### src/rtl/dlx_branch_pkg.sv
// Shared definitions for the decode-stage branch resolver.
//   br_op_t  : branch-class opcode encodings seen on br_op
//   state_t  : resolver FSM states
//   STALL_EX / STALL_MEM : stall lengths for a producer in EX / MEM
package dlx_branch_pkg;

  typedef enum logic [1:0] {
    BR_NONE = 2'b00,
    BR_BEQZ = 2'b01,
    BR_BNEZ = 2'b10,
    BR_JR   = 2'b11
  } br_op_t;

  typedef enum logic [1:0] {
    IDLE    = 2'd0,
    STALL   = 2'd1,
    RESOLVE = 2'd2
  } state_t;

  localparam logic [1:0] STALL_EX  = 2'd2;
  localparam logic [1:0] STALL_MEM = 2'd1;

endpackage

### src/rtl/branch_hazard_detect.sv
// Combinational RAW hazard check for the branch source register.
// Ports:
//   rs1_addr            : register the branch reads
//   ex_wr_en / ex_rd    : destination write of the instruction in EX
//   mem_wr_en / mem_rd  : destination write of the instruction in MEM
//   hz_ex / hz_mem      : rs1 is still being produced in EX / MEM
// A value in WB is not a hazard: the register file writes before it reads.
module branch_hazard_detect #(
  parameter int REG_BITS = 5
) (
  input  logic [0:REG_BITS-1] rs1_addr,
  input  logic                ex_wr_en,
  input  logic [0:REG_BITS-1] ex_rd,
  input  logic                mem_wr_en,
  input  logic [0:REG_BITS-1] mem_rd,
  output logic                hz_ex,
  output logic                hz_mem
);

  // r0 is hard-wired to zero, so a write to it can never be a hazard.
  logic rs1_nz;

  assign rs1_nz = |rs1_addr;
  assign hz_ex  = ex_wr_en  & (ex_rd  == rs1_addr) & rs1_nz;
  assign hz_mem = mem_wr_en & (mem_rd == rs1_addr) & rs1_nz;

endmodule

### src/rtl/branch_resolve.sv
// Decode-stage branch resolver for the 5-stage DLX pipeline.
// Handles BEQZ, BNEZ and JR in ID: waits out RAW hazards on rs1, then
// evaluates the branch and, one cycle after capture, issues a registered
// redirect plus a flush of the wrong-path instruction in ID.
// Ports:
//   clk, reset        : clock, synchronous active-high reset
//   valid_in, br_op   : branch-class instruction in ID and its opcode
//   rs1_addr/rs1_data : source register and its register-file value
//   pc_plus4, imm     : branch PC + 4 and sign-extended offset
//   ex_* / mem_*      : destination writes of the EX and MEM instructions
//   stall_out         : hold PC and IF/ID, bubble into EX
//   redirect_valid    : one-cycle pulse, load redirect_pc into PC
//   redirect_pc       : branch / jump target
//   flush_id          : one-cycle pulse, squash the instruction in ID
// Optional: define BRANCH_STATS_EN to add saturating 32-bit counters
//   stat_taken, stat_not_taken and stat_stall_cycles.
module branch_resolve
  import dlx_branch_pkg::*;
#(
  parameter int WIDTH    = 32,
  parameter int REG_BITS = 5
) (
  input  logic                clk,
  input  logic                reset,
  input  logic                valid_in,
  input  logic [0:1]          br_op,
  input  logic [0:REG_BITS-1] rs1_addr,
  input  logic [0:WIDTH-1]    rs1_data,
  input  logic [0:WIDTH-1]    pc_plus4,
  input  logic [0:WIDTH-1]    imm,
  input  logic                ex_wr_en,
  input  logic [0:REG_BITS-1] ex_rd,
  input  logic                mem_wr_en,
  input  logic [0:REG_BITS-1] mem_rd,
`ifdef BRANCH_STATS_EN
  output logic [0:31]         stat_taken,
  output logic [0:31]         stat_not_taken,
  output logic [0:31]         stat_stall_cycles,
`endif
  output logic                stall_out,
  output logic                redirect_valid,
  output logic [0:WIDTH-1]    redirect_pc,
  output logic                flush_id
);

  state_t                    state_p0, state_nxt;
  logic [1:0]                cnt_p0, cnt_nxt;
  logic                      hz_ex, hz_mem;
  logic                      br_valid, accept, capture;
  logic                      rs1_zero, take_nxt;
  logic signed [WIDTH-1:0]   pc4_s, imm_s, rel_tgt_s;
  logic        [WIDTH-1:0]   tgt_nxt;
  logic                      vld_p0, flush_p0;
  logic        [WIDTH-1:0]   tgt_p0;

  branch_hazard_detect #(
    .REG_BITS (REG_BITS)
  ) u_hazard (
    .rs1_addr  (rs1_addr),
    .ex_wr_en  (ex_wr_en),
    .ex_rd     (ex_rd),
    .mem_wr_en (mem_wr_en),
    .mem_rd    (mem_rd),
    .hz_ex     (hz_ex),
    .hz_mem    (hz_mem)
  );

  assign br_valid = valid_in & (br_op != BR_NONE);
  // In RESOLVE a taken branch is flushing ID, so whatever sits there is ignored;
  // a not-taken resolve frees ID for a back-to-back branch.
  assign accept   = (state_p0 == IDLE) | ((state_p0 == RESOLVE) & ~vld_p0);

  // Next-state logic
  always_comb begin
    state_nxt = state_p0;
    cnt_nxt   = cnt_p0;
    capture   = 1'b0;
    case (state_p0)
      IDLE, RESOLVE: begin
        state_nxt = IDLE;
        if (accept & br_valid) begin
          if (hz_ex) begin
            state_nxt = STALL;
            cnt_nxt   = STALL_EX;
          end else if (hz_mem) begin
            state_nxt = STALL;
            cnt_nxt   = STALL_MEM;
          end else begin
            state_nxt = RESOLVE;
            capture   = 1'b1;
          end
        end
      end
      STALL: begin
        cnt_nxt = cnt_p0 - 2'd1;
        if (cnt_p0 <= 2'd1) state_nxt = IDLE;
      end
      default: begin
        state_nxt = IDLE;
        cnt_nxt   = 2'd0;
      end
    endcase
  end

  // Output logic
  always_comb begin
    stall_out = (state_p0 == STALL);
  end

  // Branch evaluation on the operands being captured; the result is
  // registered so every RESOLVE output comes straight from a flop.
  assign rs1_zero  = ~|rs1_data;
  assign pc4_s     = pc_plus4;
  assign imm_s     = imm;
  assign rel_tgt_s = pc4_s + imm_s;
  assign take_nxt  = capture & (((br_op == BR_BEQZ) &  rs1_zero) |
                                ((br_op == BR_BNEZ) & ~rs1_zero) |
                                 (br_op == BR_JR));
  assign tgt_nxt   = (br_op == BR_JR) ? WIDTH'(rs1_data) : WIDTH'(rel_tgt_s);

  // State register and capture -> RESOLVE boundary
  always_ff @(posedge clk) begin
    if (reset) begin
      state_p0 <= IDLE;
      cnt_p0   <= 2'd0;
      vld_p0   <= 1'b0;
      flush_p0 <= 1'b0;
      tgt_p0   <= '0;
    end else begin
      state_p0 <= state_nxt;
      cnt_p0   <= cnt_nxt;
      vld_p0   <= take_nxt;
      flush_p0 <= take_nxt;
      if (take_nxt) tgt_p0 <= tgt_nxt;
    end
  end

  assign redirect_valid = vld_p0;
  assign flush_id       = flush_p0;
  assign redirect_pc    = tgt_p0;

`ifdef BRANCH_STATS_EN
  function automatic logic [31:0] sat_inc(input logic [31:0] v);
    return (&v) ? v : v + 32'd1;
  endfunction

  logic [31:0] taken_p0, not_taken_p0, stall_cyc_p0;

  always_ff @(posedge clk) begin
    if (reset) begin
      taken_p0     <= '0;
      not_taken_p0 <= '0;
      stall_cyc_p0 <= '0;
    end else begin
      if ((state_p0 == RESOLVE) &  vld_p0) taken_p0     <= sat_inc(taken_p0);
      if ((state_p0 == RESOLVE) & ~vld_p0) not_taken_p0 <= sat_inc(not_taken_p0);
      if (stall_out)                       stall_cyc_p0 <= sat_inc(stall_cyc_p0);
    end
  end

  assign stat_taken        = taken_p0;
  assign stat_not_taken    = not_taken_p0;
  assign stat_stall_cycles = stall_cyc_p0;
`endif

endmodule

### config.mk
export PLATFORM = sky130hd
export DESIGN_NAME = branch_resolve
export DESIGN_NICKNAME = d
export VERILOG_FILES = /design/src/rtl/dlx_branch_pkg.sv /design/src/rtl/branch_hazard_detect.sv /design/src/rtl/branch_resolve.sv
export SDC_FILE = /design/constraint.sdc
export NUM_CORES = 1
export LEC_CHECK = 0
export BUFFER_PORTS_ARGS = -buffer_cell sky130_fd_sc_hd__buf_2
export CORE_ASPECT_RATIO = 0.75
export CORE_MARGIN = 5
export CORE_UTILIZATION = 45
export DETAILED_ROUTE_END_ITERATION = 16
export GPL_ROUTABILITY_DRIVEN = 0
export PLACE_DENSITY_LB_ADDON = 0.15
export SKIP_LAST_GASP = 1
export SLEW_MARGIN = 20
export SYNTH_ARGS = -nofsm -noshare
export SYNTH_HDL_FRONTEND = slang
export SYNTH_SLANG_ARGS = --single-unit
### constraint.sdc
create_clock -name clk -period 3.58 [get_ports clk]
set_input_delay 0.537 -clock clk [delete_from_list [all_inputs] [get_ports clk]]
set_output_delay 0.537 -clock clk [all_outputs]
set_load 0.02 [all_outputs]
# Word-level counts from Yosys, hierarchy flattened
# Index checks and enable logic that the tools add are counted.
# word_totals
register_bits,37
inputBits,118
output_inout_bits,35
wordCells,52
# classes
add_sub_neg,2
order_cmp,1
n_eq_ne,10
mux,14
bitwise_logic,14
n_reduce_logical,7
# op_table
op,count
32-bit adder,1
32-bit 2-to-1 mux,1
32-bit OR reduction,1
2-bit 2-to-1 mux,7
1-bit bitwise AND,10
5-bit equality test,2
2-bit one-hot mux with 2 select lines,2
2-bit equality test (second input constant),3
5-bit OR reduction,1
2-bit by 1-bit equality test with 1-bit output (second input constant),2
1-bit 2-to-1 mux,4
3-bit != test (second input constant),1
1-bit OR,3
2-bit by 1-bit less-or-equal comparator with 1-bit output (second input constant),1
2-bit zero test,1
2-bit by 1-bit != test with 1-bit output (second input constant),1
2-bit != test (second input constant),1
2-bit AND reduction,1
2-bit nonzero test,1
2-bit OR reduction,1
2-bit by 1-bit subtractor with 2-bit output (second input constant),1
1-bit zero test,1
1-bit inverter,1

# Depth between registers and ports, before layout
# depth
depth_word,8
depth_mapped,11
mapped_depth_nobuf,11

# Modules after synthesis
# A second synthesis with hierarchy kept.
# hier_totals
cells_unflattened,454
area_unflattened_um2,3510.9
# by_module_without_submodules
mod,instances,cells_per_inst,area_per_inst_um2,seq_area_each_um2
branch_resolve,1,438,3387.0,740.7
branch_hazard_detect,1,16,123.9,0.0

# Worst setup path after synthesis
# Ideal clock, no wire load.
# synth_path
kind,input to register
startpoint,input port pc_plus4[31] (netlist bit)
endpoint,"register tgt_p0[16], in the netlist redirect_pc[15]"
setup_time_ps,80
t_arrival_ps,2817
required_time_ps,3500
path_slack_ps,683
stages,11
path_buffers,0
cell_sequence,ha_1 > fa_1 > a21oi_1 > o21a_1 > o21ai_1 > a211o_1 > a31o_2 > o41ai_2 > mux2i_1 > a22oi_1 > a211oi_2
# synth_between
elab_chain_len,2
# synth_rtl
item,line_no,text
start: declaration,branch_resolve.sv:29,"input logic [0:WIDTH-1] pc_plus4,"
32-bit adder,branch_resolve.sv:115,assign rel_tgt_s = pc4_s + imm_s;
32-bit 2-to-1 mux,branch_resolve.sv:119,assign tgt_nxt = (br_op == BR_JR) ? WIDTH'(rs1_data) : WIDTH'(rel_tgt_s);
end signal: assignment,branch_resolve.sv:134,if (take_nxt) tgt_p0 <= tgt_nxt;
end: declaration,branch_resolve.sv:54,logic [WIDTH-1:0] tgt_p0;
# No other way between the ends.
# A chain may end at the register's enable or synchronous reset.

# Final worst setup path
# Ends and elaborated chain as after synthesis.

==> results.toml <==
[outcome]
status = "finished, final reports clean"

[synthesis]
ys_warn_count = 0
synthAdderAreaFrac_pct = 11.2
synth_area_leader_cell = "dfxtp_1"
synth.top_cells.by_count = "65 x nand2_1, 59 x nor2_1, 40 x a21oi_1"
synth_area_um2 = 3750
synth_compound_area_share_pct = 31.8
syn_avg_cell_area_um2 = 7.73
synth_top_family_by_area = "compound AO/OA/AOI/OAI gates"
synth-simple-area-share_pct = 22.5
synthTopCellsByArea = "dfxtp_1 20%, ha_1 11%, nand2_1 6.5%"
synthDistinctLibCells = 58
yosysSeqAreaShare_pct = 19.8
syn_nets = 636
synth_edf_count = 0
synth_xor_area_share_pct = 8.41
yosys_register_bits = 37
synthFlopType = "dfxtp_1"
synthCells = 485
synthMostInstantiatedCell = "nand2_1"
async_flop_share_pct = 0
synth.mux.area_fraction_pct = 1.33
synth_top_area_share_pct = 19.8

[routing]
via_per_inst = 5.61
drc_errors = 0
drtIter0Drc = 205
antenna_left = 0
wirelength_mm = 11.8
first_pass_iters = 4
vias = 4083
wl_per_cell_um = 16.2

[finish]
regArea_um2 = 741
num_antenna_cells = 0
fin_util_pct = 58.3
num-fill-cells = 773
layout-drive-gt1-share_pct = 32.6
areaGrowthSynthToFinish_pct = 24.7
multi_input_area_um2 = 2830
final_nets = 773

[clock_network]
cts_resized = 0
cts_setup_buffers = 0
clkSlewWorstSetupHoldPaths_ns = 0.09
cts.path.max_buffers = 2
cts_made_buffers = 5
worstSkewPairLatency_ns = 0.29
cts.sinks = 37
cts_tree = "built"
cts_root_buf = "clkbuf_8"
hold_buffers = 0
htree_levels = 2

[global_route]
grt_pass1_wl_mm = 18.6
antenna_found_initial = 0
track_usage_pct = 22.2
grt_max_degree = 45
grt_pass1_vias = 3929
overflow = 0

[power_and_ir_drop]
power_density_nw_per_um2 = 335
peakVddDrop_uv = 173
leakage_nw = 2.16

[critical_path]
crit_slowest_cell = "fa_1"
crit_chain = "buf_2, ha_1, fa_1, a21oi_1, o21a_1, o21ai_1, a211o_1, a31o_2, o41ai_2, mux2i_1, a22oi_1, a211oi_2"
arrival_ns = 3.16
path_buf_inv = 1
path_max_fanout = 3
worstSetupPathType = "in2reg"
max_stage_delay_ns = 0.42
crit_family = "compound AO/OA/AOI/OAI gates"
worstSetupEndpointType = "flip-flop"
start_kind = "input pin"
critPathRequiredTime_ns = 3.79

[worst_hold_path]
min_path_type = "reg2reg"

[timing]
post-route-min-period_ns = 2.95
tns_ns = 0
slew_viol_final = 0
hold_viol_final = 0
skew_ns = 0.00626
tightest_slew_ns = 1.06
setup_viol = 0
timing.hold.ws_ns = 0.479
max_freq_mhz = 339
relSlewSlack_pct = 29.3
fin_crit_sh_pct = 82.4
rsz0062_at_grt = "false"

[job]
maxCapViolations = 0

[floorplan]
initial_core_util_pct = 46.7
fp-row-count = 28
die_w_um = 115
die_h_um = 89.1
io_pins = 153
core-area_um2 = 8020
die_area_um2 = 10300

[placed_design]
hpwlAfterDp_mm = 9.71
portBuffers = 152
==> cell families (layout without fill, tap and decap cells) <==
kind of cell    Yosys count  count (layout)
xor+xnor                 36              36
simple gates            182             182
mux                       5               5
fa+ha+maj                33              33
buf+inv                  38             176
compound gates          154             154
flops                    37              37
==> final cells by class <==
| class | instances | share of cell area, % |
|---|---|---|
| multi-input combinational | 410 | 60.5 |
| inverter | 12 | 0.963 |
| tap | 105 | 2.81 |
| sequential | 37 | 15.8 |
| clock buffer | 5 | 1.47 |
| clock inverter | 3 | 1.47 |
| timing repair buffer | 156 | 16.9 |
==> per-layer routing <==
metal  routed length, um  share of wire (%)  GRT usage (%)
met1                5420                 46           31.1
met2                5390                 46           37.9
met4                 114               0.97           3.62
met5                   0                  0              0
met3                 883                7.5           2.37
==> sequential cells by signal (all words and copies together), names as in the netlist <==
signal / count
flush_id: 1
redirect_pc: 32
cnt_p0: 2
state_p0: 2
==> worst min-delay path: cells and delay by family (launching register included) <==
family	cells	cell delay (ns)
flip-flops	1	0.32
AND/OR/NAND/NOR	1	0.06
AO/OA/AOI/OAI	1	0.06
==> final timing paths <==
kind                   from               to  slack (ns)  cells after the start
max            pc_plus4[31]  redirect_pc[15]        0.63                     12
min          redirect_pc[8]   redirect_pc[8]        0.48                      2
max reg2reg        flush_id  redirect_pc[29]        1.07                      6
min reg2reg  redirect_pc[8]   redirect_pc[8]        0.48                      2
==> where the power goes <==
part	switching, mW	internal (mW)
sequential	0.0154	0.440
clock	0.179	0.281
combinational	0.378	0.271
total	0.572	0.992
==> placed cells by master (no fill, tap or decap), types with 3 or more instances in the layout <==
cell type and n:
a211o_1 3, a211oi_1 11, a211oi_2 8, a21o_1 13, a21oi_1 40, a311oi_2 15, and2_1 4, buf_2 152
buf_4 4, clkbuf_8 5, dfxtp_1 37, ha_1 32, inv_1 12, mux2i_1 5, nand2_1 65, nand2b_1 3
nand3_1 7, nand4_1 7, nor2_1 59, nor2b_1 5, nor3_1 5, nor3b_1 3, nor4_1 13, o211ai_1 3
o21a_1 3, o21ai_0 23, o21ai_1 7, o21bai_1 6, xnor2_1 21, xor2_1 15
==> per-stage QoR <==
stage          power [mW]  setup slack [ns]  std cells  cell area, um2
3_5_place_dp         1.11             0.382        720            4540
3_3_place_gp         1.10             0.449        720            4540
2_1_floorplan       0.913             0.683        485            3750
4_1_cts              1.57             0.671        728            4680
5_1_grt              1.66             0.507        728            4680
6_report             1.56             0.631        728            4680
Note: power is estimated with default switching activity, not from simulation.
